[src/rtl/n1_sarb_ctrl.sv]
// Stack bus arbiter: shares the N1 stack bus between the parameter stack (PS)
// and return stack (RS) initiators, one whole bus cycle at a time, round-robin on ties.
module n1_sarb_ctrl #(
  parameter int unsigned SP_WIDTH = 12
) (
  input  logic                clk_i,
  input  logic                async_rst_i,
  // PS initiator
  input  logic                ps_cyc_i,
  input  logic                ps_stb_i,
  input  logic                ps_we_i,
  input  logic [SP_WIDTH-1:0] ps_adr_i,
  input  logic [15:0]         ps_dat_i,
  output logic                ps_ack_o,
  output logic                ps_err_o,
  output logic                ps_rty_o,
  output logic                ps_stall_o,
  output logic [15:0]         ps_dat_o,
  // RS initiator
  input  logic                rs_cyc_i,
  input  logic                rs_stb_i,
  input  logic                rs_we_i,
  input  logic [SP_WIDTH-1:0] rs_adr_i,
  input  logic [15:0]         rs_dat_i,
  output logic                rs_ack_o,
  output logic                rs_err_o,
  output logic                rs_rty_o,
  output logic                rs_stall_o,
  output logic [15:0]         rs_dat_o,
  // Stack bus
  output logic                sbus_cyc_o,
  output logic                sbus_stb_o,
  output logic                sbus_we_o,
  output logic [SP_WIDTH-1:0] sbus_adr_o,
  output logic [15:0]         sbus_dat_o,
  output logic                sbus_tga_ps_o,
  output logic                sbus_tga_rs_o,
  input  logic                sbus_ack_i,
  input  logic                sbus_err_i,
  input  logic                sbus_rty_i,
  input  logic                sbus_stall_i,
  input  logic [15:0]         sbus_dat_i,
  // Probe
  output logic [1:0]          prb_sarb_state_o
);

  typedef enum logic [1:0] {
    ST_IDLE = 2'b00,
    ST_PS   = 2'b01,
    ST_RS   = 2'b10
  } state_t;

  state_t r_state;
  logic   r_last_rs;   // 1: RS was the most recent owner, so PS wins the next tie
  logic   w_own_ps;
  logic   w_own_rs;

  // Ownership FSM: hold the bus for a whole cycle, hand over directly, round-robin ties
  always_ff @(posedge clk_i or posedge async_rst_i) begin
    if (async_rst_i) begin
      r_state   <= ST_IDLE;
      r_last_rs <= 1'b1;
    end else begin
      case (r_state)
        ST_IDLE: begin
          if (ps_cyc_i && rs_cyc_i) r_state <= r_last_rs ? ST_PS : ST_RS;
          else if (ps_cyc_i)        r_state <= ST_PS;
          else if (rs_cyc_i)        r_state <= ST_RS;
        end
        ST_PS: begin
          if (!ps_cyc_i) begin
            r_last_rs <= 1'b0;
            r_state   <= rs_cyc_i ? ST_RS : ST_IDLE;
          end
        end
        ST_RS: begin
          if (!rs_cyc_i) begin
            r_last_rs <= 1'b1;
            r_state   <= ps_cyc_i ? ST_PS : ST_IDLE;
          end
        end
        default: r_state <= ST_IDLE;
      endcase
    end
  end

  assign w_own_ps = (r_state == ST_PS);
  assign w_own_rs = (r_state == ST_RS);

  // Request/response routing from the registered owner; idle bus is all zero
  always_comb begin
    sbus_cyc_o    = 1'b0;
    sbus_stb_o    = 1'b0;
    sbus_we_o     = 1'b0;
    sbus_adr_o    = '0;
    sbus_dat_o    = '0;
    sbus_tga_ps_o = w_own_ps;
    sbus_tga_rs_o = w_own_rs;
    if (w_own_ps) begin
      sbus_cyc_o = ps_cyc_i;
      sbus_stb_o = ps_stb_i;
      sbus_we_o  = ps_we_i;
      sbus_adr_o = ps_adr_i;
      sbus_dat_o = ps_dat_i;
    end else if (w_own_rs) begin
      sbus_cyc_o = rs_cyc_i;
      sbus_stb_o = rs_stb_i;
      sbus_we_o  = rs_we_i;
      sbus_adr_o = rs_adr_i;
      sbus_dat_o = rs_dat_i;
    end
    ps_ack_o   = w_own_ps & sbus_ack_i;
    ps_err_o   = w_own_ps & sbus_err_i;
    ps_rty_o   = w_own_ps & sbus_rty_i;
    ps_stall_o = ~w_own_ps | sbus_stall_i;
    ps_dat_o   = sbus_dat_i;
    rs_ack_o   = w_own_rs & sbus_ack_i;
    rs_err_o   = w_own_rs & sbus_err_i;
    rs_rty_o   = w_own_rs & sbus_rty_i;
    rs_stall_o = ~w_own_rs | sbus_stall_i;
    rs_dat_o   = sbus_dat_i;
  end

  assign prb_sarb_state_o = r_state;

endmodule
[config.mk]
export PLATFORM = sky130hd
export DESIGN_NAME = n1_sarb_ctrl
export DESIGN_NICKNAME = d
export VERILOG_FILES = /design/src/rtl/n1_sarb_ctrl.sv
export SDC_FILE = /design/constraint.sdc
export NUM_CORES = 1
export LEC_CHECK = 0
export CAP_MARGIN = 15
export CORE_AREA = 2 2 62 76
export CTS_CLUSTER_DIAMETER = 50
export DETAILED_ROUTE_END_ITERATION = 16
export DIE_AREA = 0 0 64 78
export GPL_TIMING_DRIVEN = 0
export PLACE_DENSITY = 0.83
export SLEW_MARGIN = 20
export SYNTH_ARGS = -nofsm -noshare
export SYNTH_HDL_FRONTEND = slang
export SYNTH_SLANG_ARGS = --single-unit
[constraint.sdc]
create_clock -name clk_i -period 1.93 [get_ports clk_i]
set_clock_uncertainty 0.1 [all_clocks]
set_input_delay 0.386 -clock clk_i [delete_from_list [all_inputs] [get_ports clk_i]]
set_output_delay 0.386 -clock clk_i [all_outputs]
set_load 0.02 [all_outputs]
==> results of run 1 <==
-- power by group --
| part | total [mW] | internal [mW] | switching [mW] |
|---|---|---|---|
| logic | 1.32 | 0.704 | 0.614 |
| clock network | 0.185 | 0.141 | 0.0438 |
| registers | 0.122 | 0.0930 | 0.0288 |
-- area by class of cell --
class                           instances  area, µm²  area share
Tap cell                               56      70.07     0.02988
Clock buffer                            4      45.04     0.01921
Multi-Input combinational cell         52      412.9      0.1761
Sequential cell                         3      78.83     0.03362
Inverter                                2      7.507    0.003202
Timing Repair Buffer                  154       1419      0.6051
Buffer                                 38      311.5      0.1329
-- cells by family (layout without fill, tap and decap cells) --
family                 count (synthesis)  after routing  share of synthesized area
flip-flops                             3              3                    0.09808
AND/OR/NAND/NOR                       16             17                     0.1286
buffers and inverters                 41            198                     0.3955
AO/OA/AOI/OAI                         35             35                     0.3778
-- cell usage after synthesis --
| library cell | instances |
|---|---|
| sky130_fd_sc_hd__buf_4 | 32 |
| sky130_fd_sc_hd__a22o_1 | 31 |
| sky130_fd_sc_hd__and2_1 | 8 |
| sky130_fd_sc_hd__buf_6 | 4 |
| sky130_fd_sc_hd__buf_2 | 3 |
| sky130_fd_sc_hd__dfrtp_1 | 2 |
| sky130_fd_sc_hd__nor2_1 | 2 |
| sky130_fd_sc_hd__o21ai_0 | 2 |
| sky130_fd_sc_hd__o22ai_1 | 2 |
| sky130_fd_sc_hd__dfstp_2 | 1 |
| sky130_fd_sc_hd__inv_1 | 1 |
| sky130_fd_sc_hd__inv_2 | 1 |
| sky130_fd_sc_hd__nand2_1 | 1 |
| sky130_fd_sc_hd__nand2b_1 | 1 |
| sky130_fd_sc_hd__nor2_4 | 1 |
| sky130_fd_sc_hd__nor2b_1 | 1 |
| sky130_fd_sc_hd__nor2b_2 | 1 |
| sky130_fd_sc_hd__or3_1 | 1 |
-- metal layers --
metal / vias to the layer above / GRT usage / routed length [µm]
met2: 96 / 0.2729 / 2113
li1: 635 / - / -
met1: 597 / 0.1792 / 1492
met4: 0 / 0.02826 / 35
met5: - / 0 / 0
met3: 4 / 0.07246 / 588
-- repair_timing --
action / in CTS / in global routing
pin swaps: 0 / 6
endpoints found under the setup margin: 41 / 36
setup buffers: 5 / 7
gates resized for setup: 138 / 67
gates cloned: 1 / 2
-- stage by stage --
| step | setup WS, ns | hold slack [ns] | util | instances |
|---|---|---|---|---|
| after floorplan | 0.1579 | 0.03892 | - | 95 |
| final | 0.01605 | 0.2300 | 0.5587 | 309 |
| after CTS | -0.1087 | 0.2293 | 0.5635 | 302 |
| after global placement | -0.3973 | 0.3853 | 0.5408 | 293 |
| after detailed placement | -0.3788 | 0.4092 | 0.5408 | 293 |
| after global routing | -0.03862 | 0.2479 | 0.5587 | 309 |
-- flip-flops by register name (all words and copies together) (netlist names) --
signal	cells
prb_sarb_state_o	2
r_last_rs	1
-- worst max-delay path: cells and delay by family (launching register included) --
family | cells | cell delay, ns
flip-flops | 1 | 0.45
AO/OA/AOI/OAI | 1 | 0.21
AND/OR/NAND/NOR | 1 | 0.05
buffers and inverters | 4 | 0.49
-- path summary, 6_finish.rpt --
kind / to / slack [ns] / depth (start not counted)
max: sbus_dat_o[3] / 0.02 / 6
min: prb_sarb_state_o[0]$_DFFE_PP0P_ / 0.23 / 2
max reg2reg: prb_sarb_state_o[0]$_DFFE_PP0P_ / 0.66 / 5
min reg2reg: r_last_rs$_DFFE_PP1P_ / 0.43 / 2
max in group asynchronous: r_last_rs$_DFFE_PP1P_ / 1.29 / 2
min in group clk_i: r_last_rs$_DFFE_PP1P_ / 0.43 / 2
==> impl_summary.log, run 1 <==
INFO  metric outcome = finished, final reports clean
INFO  metric crit_path_frequent_cell = sky130_fd_sc_hd__buf_6
INFO  metric synth_top_area_cell = sky130_fd_sc_hd__a22o_1
INFO  metric stdcell_area = around 0.0023 mm²
INFO  metric timing.final.setup_violations = 0
INFO  metric critPathLaunch = prb_sarb_state_o[0]$_DFFE_PP0P_
INFO  metric commonest_cells_after_routing_fill_and_taps_aside = 100 x sky130_fd_sc_hd__clkdlybuf4s50_1, 42 x sky130_fd_sc_hd__buf_4, 31 x sky130_fd_sc_hd__a22o_1
INFO  metric most_common_cell_after_layout_fill_and_taps_aside = sky130_fd_sc_hd__clkdlybuf4s50_1
INFO  metric via_per_inst = 4.311
INFO  metric clock_tree_from_tritoncts = yes
INFO  metric groute.usage.overall = 0.1586
INFO  metric totalWireLength = around 4200 µm
INFO  metric achievable-frequency = 0.5225 GHz
INFO  metric drt-pass1-iter-count = 2
INFO  metric pin_count_of_the_biggest_net_entering_global_routing = 11
INFO  metric postSynthNetCount = 179
INFO  metric antenna-diode-count = 0
INFO  metric antenna_left = 0
INFO  metric worstPathMaxFanout = 5
INFO  metric grt_pass1_vias = approximately 1.3k
INFO  metric arrival = 1.43 ns
INFO  metric yosys_register_bits = 3
INFO  metric worst_ir_drop_vdd = ~720 µV
INFO  metric num-nets-final = roughly 340
INFO  metric design.portCount = 159
INFO  metric slowest_delay = 0.45 ns
INFO  metric grt-ovfl-total = 0
INFO  metric holdCritPathClass = in2async
INFO  metric remaining_drc_errors = 0
INFO  metric pwr_density_cell = a little under 700 mW/mm²
INFO  metric finalCriticalPeriod = 1.914 ns
INFO  metric list_of_cells_traversed_by_the_critical_path = inv_2 > nor2_4 > buf_6 > buf_6 > a22o_1 > buf_6
INFO  metric drt-wirelength-per-cell = 13.69 µm
INFO  metric synth.yosys.warnings = 0
INFO  metric timing.setup.critical_path_class = reg2out
INFO  metric cts_num_sinks = 3
INFO  metric synthDominantCellAreaShare = 0.3489
INFO  metric fp.dieW = 64 µm
INFO  metric max_slew_margin = 0.8463
INFO  metric synth.yosys.seq_area_share = 0.09807
INFO  metric power.static_leakage = 1.112 nW
INFO  metric syn-mean-instance-area = 8.192 µm²
INFO  metric synthesis.area = 778.2 µm²
INFO  metric crit_path_top_delay_cell = sky130_fd_sc_hd__dfrtp_2
INFO  metric maximum_level_of_the_cts_h_tree = 1
INFO  metric clock_insertion_delay_worst_skew = about 0.22 ns
INFO  metric dp.final_hpwl = about 3300 µm
INFO  metric clockRootBuffer = sky130_fd_sc_hd__clkbuf_8
INFO  metric final-hold-violation-count = 0
INFO  metric first_pass_grt_wire_length = 6403 µm
INFO  metric critical_path_required = ~1.4 ns
INFO  metric layout-drive-gt1-share = 0.3913
INFO  metric syn2layout_area_growth = 201.3%
INFO  metric standard_cell_row_count = 26
INFO  metric worst_r2r_startpoint = prb_sarb_state_o[0]$_DFFE_PP0P_
INFO  metric clk_transition_reported_paths = approximately 0.030 ns
INFO  metric timing.final.max_slew_violations = 0
INFO  metric cp-start-kind = register
INFO  metric synth.area.top_cells = sky130_fd_sc_hd__a22o_1 35%, sky130_fd_sc_hd__buf_4 31%, sky130_fd_sc_hd__and2_1 6.4%
INFO  metric vias_after_detailed_routing = about 1.3k
INFO  metric cap_violations = 0
INFO  metric design.core.area = 0.004197 mm²
INFO  metric fill_cells = 391
INFO  metric worst-slew-pin-transition = 0.2299 ns
INFO  metric antenna_found_initial = 0
INFO  metric placement.io_buffers = 142
INFO  metric synth_cell_types = 18
INFO  metric cts-root-to-sink-buffers = 2
INFO  metric rsz0062_at_grt = yes
INFO  metric cts_made_buffers = 3
INFO  metric initial_core_util = 0.1855
INFO  metric fp.dieArea = about 0.0050 mm²
INFO  metric period_share = 0.9917
INFO  metric place_congestion = ~0.66
INFO  metric power.total = 1.625 mW
INFO  metric timing.critical_path.to_type = primary output
INFO  metric cts.hold.buffers_added = 0
INFO  metric tns = 0 ns
INFO  metric detailed_place.area = 0.002270 mm²
INFO  metric dr.first_iter.drc_count = 31
INFO  metric die-height = 78 µm
INFO  metric synthCells = 95
Power figures use the tool's default switching activity.
==> inputs of run 2 (changes only) <==
--- a/config.mk
+++ b/config.mk
@@ -7,7 +7,6 @@
 export LEC_CHECK = 0
 export CAP_MARGIN = 15
 export CORE_AREA = 2 2 62 76
-export CTS_CLUSTER_DIAMETER = 50
 export DETAILED_ROUTE_END_ITERATION = 16
 export DIE_AREA = 0 0 64 78
 export GPL_TIMING_DRIVEN = 0
==> results of run 2 <==
The final DEF is identical to that of run 1; final timing and power are the same.
